**src/rtl/sync_fifo_ram.sv**
```systemverilog
// Single-clock FIFO with private storage, registered read data, occupancy count,
// programmable almost-full/almost-empty thresholds and sticky overflow/underflow flags.
module sync_fifo_ram #(
  parameter int DATA_WIDTH = 8,
  parameter int ADDR_WIDTH = 4,
  parameter int AF_LEVEL   = (2**ADDR_WIDTH) - 2,
  parameter int AE_LEVEL   = 2
) (
  input  logic                  clk,
  input  logic                  rst_n,
  input  logic                  wr_en,
  input  logic [DATA_WIDTH-1:0] din,
  input  logic                  rd_en,
  output logic [DATA_WIDTH-1:0] dout,
  output logic                  full,
  output logic                  empty,
  output logic                  almost_full,
  output logic                  almost_empty,
  output logic [ADDR_WIDTH:0]   count,
  output logic                  overflow,
  output logic                  underflow,
  input  logic                  err_clr
);

  localparam int DEPTH = 2**ADDR_WIDTH;
  localparam logic [ADDR_WIDTH:0] DEPTH_C = {1'b1, {ADDR_WIDTH{1'b0}}};
  localparam logic [ADDR_WIDTH:0] ONE_C   = {{ADDR_WIDTH{1'b0}}, 1'b1};
  localparam logic [ADDR_WIDTH:0] AF_C    = AF_LEVEL[ADDR_WIDTH:0];
  localparam logic [ADDR_WIDTH:0] AE_C    = AE_LEVEL[ADDR_WIDTH:0];

  logic [DATA_WIDTH-1:0] mem [DEPTH];
  logic [ADDR_WIDTH:0]   wptr;
  logic [ADDR_WIDTH:0]   rptr;
  logic                  wr_acc;
  logic                  rd_acc;
  logic                  ovf_set;
  logic                  unf_set;

  // Status flags decode from the registered count only, so no input reaches an output.
  assign full         = (count == DEPTH_C);
  assign empty        = (count == '0);
  assign almost_full  = (count >= AF_C);
  assign almost_empty = (count <= AE_C);

  // A read in the same cycle frees the slot, so a write at full is still accepted.
  assign wr_acc  = wr_en && (!full || rd_en);
  assign rd_acc  = rd_en && !empty;
  assign ovf_set = wr_en && !wr_acc;
  assign unf_set = rd_en && empty;

  always_ff @(posedge clk) begin
    if (wr_acc) begin
      mem[wptr[ADDR_WIDTH-1:0]] <= din;
    end
  end

  always_ff @(posedge clk or negedge rst_n) begin
    if (!rst_n) begin
      wptr      <= '0;
      rptr      <= '0;
      count     <= '0;
      dout      <= '0;
      overflow  <= 1'b0;
      underflow <= 1'b0;
    end else begin
      if (wr_acc) begin
        wptr <= wptr + ONE_C;
      end
      if (rd_acc) begin
        rptr <= rptr + ONE_C;
        dout <= mem[rptr[ADDR_WIDTH-1:0]];
      end
      case ({wr_acc, rd_acc})
        2'b10:   count <= count + ONE_C;
        2'b01:   count <= count - ONE_C;
        default: count <= count;
      endcase
      // A fresh error wins over a simultaneous clear.
      overflow  <= ovf_set || (overflow  && !err_clr);
      underflow <= unf_set || (underflow && !err_clr);
    end
  end

endmodule

```
**config.mk**
```make
export PLATFORM = sky130hd
export DESIGN_NAME = sync_fifo_ram
export DESIGN_NICKNAME = d
export VERILOG_FILES = /design/src/rtl/sync_fifo_ram.sv
export SDC_FILE = /design/constraint.sdc
export NUM_CORES = 1
export LEC_CHECK = 0
export CAP_MARGIN = 20
export CORE_ASPECT_RATIO = 0.7
export CORE_UTILIZATION = 63
export DETAILED_ROUTE_END_ITERATION = 16
export DONT_BUFFER_PORTS = 1
export PLACE_DENSITY = 0.85
export SLEW_MARGIN = 40
export SYNTH_ARGS = -nofsm -noshare
export SYNTH_HDL_FRONTEND = slang
export SYNTH_SLANG_ARGS = --single-unit
```
**constraint.sdc**
```tcl
create_clock -name clk -period 3.4 [get_ports clk]
set_clock_uncertainty 0.05 [all_clocks]
set_input_delay 0.68 -clock clk [delete_from_list [all_inputs] [get_ports clk]]
set_output_delay 0.68 -clock clk [all_outputs]
set_load 0.01 [all_outputs]
```
==> results by group <==
Timing
  – Final Hold Viols: 0
  – Setup TNS: 0 ns
  – Worst hold margin: 0.166 ns
  – Final setup margin: 0.272 ns
  – Slew @ Worst Pin: 0.888 ns
  – Finish-stage setup viols: 0
  – Minimum clock period: 3.13 ns
  – Unrepaired setup endpoints after global routing: no
  – Fin. max-slew vios: 0
  – Max Fclk: 320 MHz
  – Crit share post-route: 92.0%
  – Relative slew slack: 40.8%

Die
  – Initial Utilization: 66.3%
  – Core footprint: 9250 µm²
  – Row cnt: 29
  – Die span in y: 84.6 µm
  – I/O pin count: 32
  – Die footprint: 10100 µm²
  – Die X-Extent: 120 µm

Power and ir drop
  – Leakage: 2.41 nW
  – Maximum vdd drop: 0.535 mV
  – Power per Cell Area: 887 nW/µm²

Worst setup path
  – Worst R2R Setup Slack: 0.27 ns
  – Reg-to-Reg Start: count[0]$_DFFE_PN0P_
  – FF-to-FF path depth: 10
  – Critical Path End Type: register
  – CP max FO: 10
  – RR Endpoint: count[4]$_DFFE_PN0P_
  – WS Path Type: register to register
  – Worst EP required: 3.66 ns
  – Worst setup SP type: register
  – Data arrival, critical path: 3.39 ns

Cells and area
  – Final Cell Area: 6950 µm²
  – Layout cells sized above 1: 22.2%
  – Inserted Diodes: 0
  – P&R area growth vs syn: 13.2%
  – FILL cells: 533
  – Final net count: 361

Route
  – Routed wire length: 12400 µm
  – Via-per-instance ratio: 6.49
  – DRC errors left: 0
  – Avg WL per Cell: 26.0 µm
  – Initial DRC count: 303
  – Antenna Nets Post-Route: 0
  – Via count: 3087
  – DRT Pass-1 Iters: 5

CTS
  – Clk Latency, worst-skew pair: 0.42 ns
  – Htree depth: 4
  – Reg clk slew, reported paths: 0.06 ns
  – Bufs on Longest Clock Path: 2
  – Clock root buffer: clkbuf_16
  – # Post-CTS Setup Buffers: 0
  – Clock sink total: 151
  – CTS tree: done
  – Num CTS Buffers: 17

Synth
  – Post-synth cell types: 39
  – Share of the synthesized area in the top cell type: 62.6%
  – FFs w/ async S/R, synth: 15.2%
  – Cell count after synthesis: 327
  – Synthesized area: 6140 µm²
  – Most common cell in the netlist: edfxtp_1
  – Register area share after synthesis: 72.0%
  – Commonest cells in the netlist: edfxtp_1 (128), mux4_2 (32), dfrtp_1 (23)
  – FF+latch count, synth: 151
  – Mapped Avg Cell Area: 18.8 µm²
  – Syn nets: 349
  – Most used DFF post-synth: edfxtp_1
  – Post-synth EDFFs: 128
  – Yosys top cell by area: edfxtp_1
  – Synth Warn #: 0
  – Synth area leaders: edfxtp_1 (63%), mux4_2 (12%), dfrtp_1 (9.4%)

Flow run
  – Max_cap viols: 0

Worst hold path
  – HP Class: input port to async pin

Global route
  – Initial antenna violation count: 0
  – Number of global-route vias before repair: 3160
  – First-pass GRT wire length: 18800 µm
  – GR Overflow Total: 0
  – Total GRT Usage: 27.0%
  – Largest net degree at the start of global routing: 29

Placed design
  – Detail Placement HPWL: 7720 µm
  – Setup WS pre-CTS: 0.228 ns
  – Buffers added on ports: 0
  – Area after DPL: 6290 µm²
  – GP Congestion: 0.845

Outcome
  – Status: finished clean
[power breakdown]
part	internal (mW)	switching, mW
logic	0.722	0.779
clock network	1.31	0.744
registers	2.30	0.304
total	4.33	1.83
[area by class of cell]
type                    count  area [µm²]  share of cell area (%)
clock inverters            13         218                    3.13
flip-flops and latches    151        4420                    63.6
inverters                   7        26.3                   0.378
well taps                 124         155                    2.23
repair buffers              9        77.6                    1.12
clock buffers              19         433                    6.23
multi-input cells         153        1620                    23.3
[cell families (layout without fill, tap and decap cells)]
| family | count (synthesis) | count (layout) | synth area share (%) |
|---|---|---|---|
| compound gates | 25 | 25 | 3.22 |
| mux | 49 | 49 | 14.5 |
| simple gates | 61 | 61 | 5.38 |
| flops | 151 | 151 | 72.0 |
| buf+inv | 23 | 48 | 1.71 |
| fa+ha+maj | 9 | 9 | 1.84 |
| xor+xnor | 9 | 9 | 1.28 |
[critical path, stage by stage, from the launching register on]
cell,delay (ns)
dfrtp_1,0.49
or4_4,0.59
o31a_4,0.33
inv_2,0.10
ha_2,0.30
xor2_1,0.10
ha_1,0.21
o211a_1,0.22
o21ai_0,0.19
o41ai_1,0.11
nor4b_1,0.32
[registers in the layout, summed over array words and instances, names as in the netlist]
signal and cells:
mem 128, count 5, underflow 1, overflow 1, dout 8, rptr 4
wptr 4
[cell usage in the layout (no fill, tap or decap), types with 2 or more instances in the layout]
cell,synthesis,routed
nand2b_1,2,2
edfxtp_1,128,128
dfrtp_1,23,22
mux2i_1,16,16
clkbuf_16,0,17
nor2b_1,3,3
ha_1,9,8
and2_1,17,17
clkinv_4,0,3
inv_6,0,2
a21oi_1,3,3
o21ai_0,4,4
nand3_1,2,2
xor2_1,3,3
buf_4,1,7
nor2_1,6,6
xnor2_1,6,6
clkbuf_1,8,2
nand2_1,20,20
nand4_1,2,2
nor3b_1,3,3
nor3_1,2,2
a22o_1,2,2
bufinv_16,0,5
mux4_2,32,32
o221ai_1,8,8
inv_1,6,6
[how the worst max path moves through the flow]
stage | slack, ns | start | depth (start not counted) | endpoint
CTS | 0.20 | count[0]$_DFFE_PN0P_ | 10 | count[4]$_DFFE_PN0P_
floorplan | 0.33 | count[1]$_DFFE_PN0P_ | 12 | count[4]$_DFFE_PN0P_
global route | 0.06 | count[0]$_DFFE_PN0P_ | 10 | count[4]$_DFFE_PN0P_
global placement | 0.35 | count[0]$_DFFE_PN0P_ | 10 | count[4]$_DFFE_PN0P_
detailed placement | 0.23 | count[0]$_DFFE_PN0P_ | 10 | count[4]$_DFFE_PN0P_
finish | 0.27 | count[0]$_DFFE_PN0P_ | 10 | count[4]$_DFFE_PN0P_
[per-layer routing]
| layer | vias to the layer above | routed length [µm] | GRT usage, % |
|---|---|---|---|
| li1 | 1328 | - | - |
| met1 | 1586 | 5380 | 38.5 |
| met2 | 153 | 5850 | 40.5 |
| met3 | 20 | 1020 | 8.22 |
| met4 | 0 | 146 | 8.98 |
| met5 | - | 0 | 0 |
[timing repair]
item	in CTS	in global routing
gates resized for setup	0	1
hold buffers	1	0
endpoints found under the hold margin	23	0
endpoints found under the setup margin	0	1
[per-stage QoR]
step	util (%)	total power, mW	cells
2_1_floorplan	-	3.65	327
3_3_place_gp	67.9	4.05	443
3_5_place_dp	68.0	4.12	443
4_1_cts	75.1	6.18	476
5_1_grt	75.1	6.41	476
6_report	75.1	6.16	476
No activity file was read; power rests on OpenSTA's default activity.
